File: config.mk
export PLATFORM = sky130hd
export DESIGN_NAME = pwm_csr_multi_flat
export DESIGN_NICKNAME = d
export VERILOG_FILES = /design/src/rtl/pwm_csr_multi_if.sv /design/src/rtl/pwm_csr_multi.sv /design/src/flat_wrapper.sv
export SDC_FILE = /design/constraint.sdc
export NUM_CORES = 1
export LEC_CHECK = 0
export ABC_AREA = 1
export BUFFER_PORTS_ARGS = -buffer_cell sky130_fd_sc_hd__buf_4
export CAP_MARGIN = 10
export CORE_MARGIN = 1.5
export CORE_UTILIZATION = 50
export DETAILED_ROUTE_END_ITERATION = 12
export PLACE_DENSITY = 0.72
export SYNTH_ARGS = -nofsm -noshare
export SYNTH_HDL_FRONTEND = slang
export SYNTH_SLANG_ARGS = --single-unit
File: constraint.sdc
create_clock -name clk -period 3.2 [get_ports clk]
set_input_delay 0.48 -clock clk [delete_from_list [all_inputs] [get_ports clk]]
set_output_delay 0.48 -clock clk [all_outputs]
set_load 0.005 [all_outputs]
File: src/rtl/pwm_csr_multi_if.sv
// pwm_csr_multi_if: Avalon-MM-style slave bus bundle for the PWM CSR block
interface pwm_csr_multi_if #(
  parameter int ADDR_W = 5,
  parameter int DATA_W = 32
);
  logic              chipselect;
  logic              write;
  logic              read;
  logic [ADDR_W-1:0] address;
  logic [DATA_W-1:0] writedata;
  logic [DATA_W-1:0] readdata;
  logic              readdatavalid;
  modport master (
    output chipselect, write, read, address, writedata,
    input  readdata, readdatavalid
  );
  modport slave (
    input  chipselect, write, read, address, writedata,
    output readdata, readdatavalid
  );
endinterface

File: src/rtl/pwm_csr_multi.sv
// pwm_csr_multi: per-channel PWM shadow/active CSRs committed at period boundaries,
// sticky masked period-end interrupts and a one-cycle registered read path
module pwm_csr_multi #(
  parameter int NUM_CH = 4,
  parameter int CNT_W  = 16,
  parameter int DATA_W = 32,
  parameter int ADDR_W = 5
) (
  input  logic                    clk,
  input  logic                    reset,
  pwm_csr_multi_if.slave          bus,
  output logic [NUM_CH-1:0]       enable,
  output logic [NUM_CH*CNT_W-1:0] period,
  output logic [NUM_CH*CNT_W-1:0] duty_cycle,
  output logic [NUM_CH*CNT_W-1:0] divisor,
  input  logic [NUM_CH-1:0]       pwm_running,
  input  logic [NUM_CH-1:0]       period_end,
  output logic                    irq
);
  logic              wr, rd, rvalid_q, irq_q, unused_wd;
  logic [31:0]       a;
  logic [NUM_CH-1:0] ctrl, irq_pend, irq_mask, pend, load, sel_com, w1c, wd_ch;
  logic [CNT_W-1:0]  wd_cnt, wd_div;
  logic [CNT_W-1:0]  sh_per [NUM_CH];
  logic [CNT_W-1:0]  sh_duty [NUM_CH];
  logic [CNT_W-1:0]  sh_div [NUM_CH];
  logic [CNT_W-1:0]  act_per [NUM_CH];
  logic [CNT_W-1:0]  act_duty [NUM_CH];
  logic [CNT_W-1:0]  act_div [NUM_CH];
  logic [DATA_W-1:0] rdata, rdata_q;

  assign wr        = bus.chipselect & bus.write;
  assign rd        = bus.chipselect & bus.read;
  assign a         = 32'(bus.address);
  assign wd_ch     = bus.writedata[NUM_CH-1:0];
  assign wd_cnt    = bus.writedata[CNT_W-1:0];
  assign wd_div    = (wd_cnt == '0) ? CNT_W'(1) : wd_cnt;
  assign unused_wd = ^bus.writedata;
  assign w1c       = (wr && a == 32'd2) ? wd_ch : '0;
  // a disabled channel has no period to wait for, so its commit lands immediately
  assign load      = pend & (~ctrl | period_end);

  assign enable            = ctrl;
  assign irq               = irq_q;
  assign bus.readdata      = rdata_q;
  assign bus.readdatavalid = rvalid_q;

  always_comb begin
    sel_com = '0;
    for (int i = 0; i < NUM_CH; i++) sel_com[i] = wr && a == 32'(7 + 4 * i);
  end

  always_comb begin
    rdata = a == 32'd0 ? DATA_W'(ctrl) :
            a == 32'd1 ? DATA_W'(pwm_running) :
            a == 32'd2 ? DATA_W'(irq_pend) :
            a == 32'd3 ? DATA_W'(irq_mask) : '0;
    for (int i = 0; i < NUM_CH; i++) begin
      if (a == 32'(4 + 4 * i)) rdata = DATA_W'(sh_per[i]);
      if (a == 32'(5 + 4 * i)) rdata = DATA_W'(sh_duty[i]);
      if (a == 32'(6 + 4 * i)) rdata = DATA_W'(sh_div[i]);
      if (a == 32'(7 + 4 * i)) rdata = DATA_W'(pend[i]);
    end
  end

  always_ff @(posedge clk or negedge reset) begin
    if (!reset) begin
      ctrl     <= '0;
      irq_pend <= '0;
      irq_mask <= '0;
      pend     <= '0;
      rdata_q  <= '0;
      rvalid_q <= 1'b0;
      irq_q    <= 1'b0;
      for (int i = 0; i < NUM_CH; i++) begin
        sh_per[i]   <= '0;
        sh_duty[i]  <= '0;
        sh_div[i]   <= CNT_W'(1);
        act_per[i]  <= '0;
        act_duty[i] <= '0;
        act_div[i]  <= CNT_W'(1);
      end
    end else begin
      rvalid_q <= rd;
      if (rd) rdata_q <= rdata;
      irq_q <= |(irq_pend & irq_mask);
      if (wr && a == 32'd0) ctrl <= wd_ch;
      if (wr && a == 32'd3) irq_mask <= wd_ch;
      irq_pend <= (irq_pend & ~w1c) | (period_end & ctrl);
      // a fresh commit re-arms even when a load consumes the previous one
      pend <= sel_com | (pend & ~load);
      for (int i = 0; i < NUM_CH; i++) begin
        if (load[i]) begin
          act_per[i]  <= sh_per[i];
          act_duty[i] <= sh_duty[i];
          act_div[i]  <= sh_div[i];
        end
        if (wr && a == 32'(4 + 4 * i)) sh_per[i] <= wd_cnt;
        if (wr && a == 32'(5 + 4 * i)) sh_duty[i] <= wd_cnt;
        if (wr && a == 32'(6 + 4 * i)) sh_div[i] <= wd_div;
      end
    end
  end

  for (genvar c = 0; c < NUM_CH; c++) begin : g_out
    assign period[c*CNT_W +: CNT_W]     = act_per[c];
    assign duty_cycle[c*CNT_W +: CNT_W] = act_duty[c];
    assign divisor[c*CNT_W +: CNT_W]    = act_div[c];
  end
endmodule

File: src/flat_wrapper.sv
// flat-port wrapper written by rule: the top's interface ports become plain ports
module pwm_csr_multi_flat 
#(
  parameter int NUM_CH = 4,
  parameter int CNT_W  = 16,
  parameter int DATA_W = 32,
  parameter int ADDR_W = 5
)
  (clk, reset, enable, period, duty_cycle, divisor, pwm_running, period_end, irq, bus_chipselect, bus_write, bus_read, bus_address, bus_writedata, bus_readdata, bus_readdatavalid);
  pwm_csr_multi_if #(.ADDR_W(ADDR_W), .DATA_W(DATA_W)) bus_i ();
  input  logic clk;
  input  logic reset;
  output logic [NUM_CH-1:0] enable;
  output logic [NUM_CH*CNT_W-1:0] period;
  output logic [NUM_CH*CNT_W-1:0] duty_cycle;
  output logic [NUM_CH*CNT_W-1:0] divisor;
  input  logic [NUM_CH-1:0] pwm_running;
  input  logic [NUM_CH-1:0] period_end;
  output logic irq;
  input wire logic [$bits(bus_i.chipselect)-1:0] bus_chipselect;
  input wire logic [$bits(bus_i.write)-1:0] bus_write;
  input wire logic [$bits(bus_i.read)-1:0] bus_read;
  input wire logic [$bits(bus_i.address)-1:0] bus_address;
  input wire logic [$bits(bus_i.writedata)-1:0] bus_writedata;
  output wire logic [$bits(bus_i.readdata)-1:0] bus_readdata;
  output wire logic [$bits(bus_i.readdatavalid)-1:0] bus_readdatavalid;
  assign bus_i.chipselect = bus_chipselect;
  assign bus_i.write = bus_write;
  assign bus_i.read = bus_read;
  assign bus_i.address = bus_address;
  assign bus_i.writedata = bus_writedata;
  assign bus_readdata = bus_i.readdata;
  assign bus_readdatavalid = bus_i.readdatavalid;
  pwm_csr_multi #(.NUM_CH(NUM_CH), .CNT_W(CNT_W), .DATA_W(DATA_W), .ADDR_W(ADDR_W)) u_core (.clk(clk), .reset(reset), .bus(bus_i), .enable(enable), .period(period), .duty_cycle(duty_cycle), .divisor(divisor), .pwm_running(pwm_running), .period_end(period_end), .irq(irq));
endmodule
==> flow_summary.toml <==
[die]
core_region_area_um2 = 33600
die-area_um2 = 35300
rows = 67
start_util = 0.509
die_height_um = 188
chipWidth_um = 188
io_pins = 280

[global_route]
antenna_found_initial = 0
grt_overflow_total = 0
grt_max_degree = 75
grt_usage = 0.296
grt_pass1_vias = 13200
grt_pass1_wl_mm = 79.1

[routing]
wl_mm = 52.2
avgViaCountPerCell = 5.49
drt_iter0_markers = 1672
vias = 14000
dr.pass1.iters = 6
ant_nets = 0
wl_per_cell_um = 20.5
route.detailed.drc = 0

[cells_and_area]
seq_area_um2 = 10500
nFillCells = 2820
stdcell_count = 2541
nets = 2112
final_common_cell = "nand2_1"
diodes = 0
multi_input_area_um2 = 5550
area_delta_synth_final_pct = 22.1
layout_common_cells = "nand2_1 (506), dfrtp_1 (410), o21ai_0 (341)"
final_layout_size_suffix_gt1_frac = 0.217

[synthesis]
synthCells = 1817
ys_types = 31
avgSynthCellArea_um2 = 9.42
synthFlopType = "dfrtp_1"
synthArstFlopShare = 1.00
synth.cell_area_um2 = 17100
synth_edf_count = 0
seq_area_frac_synth = 0.612
synthesis.yosys.warnings = 0
synth.ff_latch_count = 418

[timing]
rsz0062_at_grt = "no"
relSlewSlack = 0.433
final-max-slew-violation-count = 0
period_minus_slack_ns = 2.37
fin_crit_sh = 0.739
finalHoldViolCount = 0
max_freq_mhz = 423
fin_skew_ns = 0.0149
setup-violations-final = 0
finalSetupTns_ns = 0
tightest_slew_ns = 0.847

[power_and_ir_drop]
switching_share = 0.264
comb_power_share = 0.122
p_int_mw = 9.48
power_density_nw_per_um2 = 616
seq_power_share = 0.494
vdd_drop_max_v = 0.000370
p_sw_mw = 3.40
pwr-share-clk = 0.384
leakage_nw = 10.4

[placed_design]
dpl.hpwl_mm = 36.9
gp_congestion = 0.976
dp_cells = 2465
portBuffers = 247

[clock_network]
clk_latency_ns = 0.54
hold_buffers = 1
cts_tree = "yes"
clkTransAtPathRegs_ns = 0.06
cts_made_buffers = 42
cts_resized = 0
cts-root-buf = "clkbuf_16"
clockBufferDepth = 3
post_cts_buffers = 0
cts_sinks = 418
h-tree-depth = 2

[critical_path]
worst-setup-path-type = "input port to register"
critical_path_required_ns = 3.62
cp-end-kind = "register"
arrival_ns = 2.78
path_max_fanout = 7
start_kind = "input port"

[hold_path]
min_path_type = "input port to register"

[job]
drv_cap = 0

[run_status]
outcome = "finished clean"
==> routing by layer <==
| layer | wire length, um | global-route usage |
|---|---|---|
| met1 | 22500 | 0.440 |
| met2 | 23300 | 0.444 |
| met3 | 4710 | 0.0545 |
| met4 | 1570 | 0.0905 |
| met5 | 0 | 0 |
==> state kept, by name (all words and copies together), names as in the netlist <==
signal and flops:
u_core.period 64, u_core.sh_per 64, u_core.bus.readdata 16, u_core.duty_cycle 64, u_core.bus.readdatavalid 1, u_core.divisor 64
u_core.sh_duty 64, u_core.irq_pend 4, u_core.sh_div 64, u_core.irq 1, u_core.enable 4, u_core.irq_mask 4
u_core.pend 4
==> power groups by stage <==
stage | logic [mW] | clock network (mW) | registers, mW
final | 1.57 | 4.94 | 6.36
after global routing | 1.75 | 5.20 | 6.42
after floorplan | 0.680 | 0 | 6.30
after CTS | 1.58 | 4.98 | 6.35
after global placement | 1.52 | 0 | 6.42
after detailed placement | 1.57 | 0 | 6.43
==> stage by stage <==
| stage | cell area [um2] | setup WS, ns | hold WS (ns) | power [mW] | utilization |
|---|---|---|---|---|---|
| 6_report | 20900 | 0.834 | 0.191 | 12.9 | 0.621 |
| 5_1_grt | 20900 | 0.584 | 0.204 | 13.4 | 0.621 |
| 4_1_cts | 20900 | 0.936 | 0.180 | 12.9 | 0.621 |
| 3_5_place_dp | 19500 | 0.406 | 0.473 | 8.00 | 0.580 |
| 3_3_place_gp | 19500 | 0.514 | 0.465 | 7.94 | 0.580 |
| 2_1_floorplan | 17200 | 1.44 | 0.184 | 6.98 | - |
==> area by class of cell <==
| cell class | count | share of cell area |
|---|---|---|
| clock buffer | 65 | 0.0613 |
| clock inverter | 10 | 0.00497 |
| inverter | 175 | 0.0314 |
| multi-input combinational | 1129 | 0.266 |
| sequential | 418 | 0.501 |
| tap | 448 | 0.0268 |
| timing repair buffer | 296 | 0.109 |
==> cells in the mapped netlist, types with 2 or more instances <==
library cell,count,share of area
nand2_1,510,0.11
dfrtp_1,410,0.60
o21ai_0,341,0.10
inv_1,165,0.036
clkbuf_1,75,0.016
mux2_2,62,0.041
a21oi_1,50,0.015
o21ai_1,31,0.0091
nand3_1,27,0.0079
o22ai_1,24,0.0088
buf_4,20,0.0088
nor2_1,19,0.0042
nand4_1,14,0.0051
o2111ai_1,11,0.0056
inv_2,10,0.0022
buf_2,9,0.0026
dfstp_2,8,0.012
buf_1,5,0.0011
nor2_4,5,0.0033
a32o_1,3,0.0018
nand3b_1,3,0.0013
nor2_2,3,0.0011
o211ai_1,3,0.0013
nand2_2,2,0.00073
==> path summary, 6_finish.rpt <==
kind | end | slack, ns | start | cells after the start
worst min-delay path | u_core.irq_pend[1]$_DFF_PN0_ | 0.19 | period_end[1] | 3
worst max-delay path | u_core.bus.readdata[1]$_DFFE_PN0P_ | 0.83 | bus_address[0] | 14
max in group asynchronous | u_core.period[35]$_DFFE_PN0P_ | 1.56 | reset | 3
worst max register to register | u_core.bus.readdata[9]$_DFFE_PN0P_ | 1.12 | u_core.sh_per[57]$_DFFE_PN0P_ | 10
worst min register to register | u_core.period[21]$_DFFE_PN0P_ | 0.49 | u_core.period[21]$_DFFE_PN0P_ | 2
min in group asynchronous | u_core.duty_cycle[17]$_DFFE_PN0P_ | 0.50 | reset | 2
==> logic make-up after synthesis <==
| kind of cell | after synthesis | synth area share |
|---|---|---|
| muxes | 62 | 0.0408 |
| buffers and inverters | 285 | 0.0680 |
| and+or+nand+nor | 586 | 0.137 |
| other | 1 | 0.000219 |
| DFF | 418 | 0.612 |
| AOI/OAI and AO/OA | 465 | 0.142 |
==> critical path, cell delays in order <==
cell and delay [ns]:
buf_4 0.11, inv_2 0.05, nor2_1 0.35, nand3_1 0.32, o21ai_1 0.24, nand3_1 0.11
o22ai_1 0.30, nand2_1 0.09, o21ai_1 0.25, nand3_1 0.11, nand2_1 0.13, nand3b_1 0.10
nand2_1 0.07, nand2_1 0.04
Note: power is estimated with default switching activity, not from simulation.
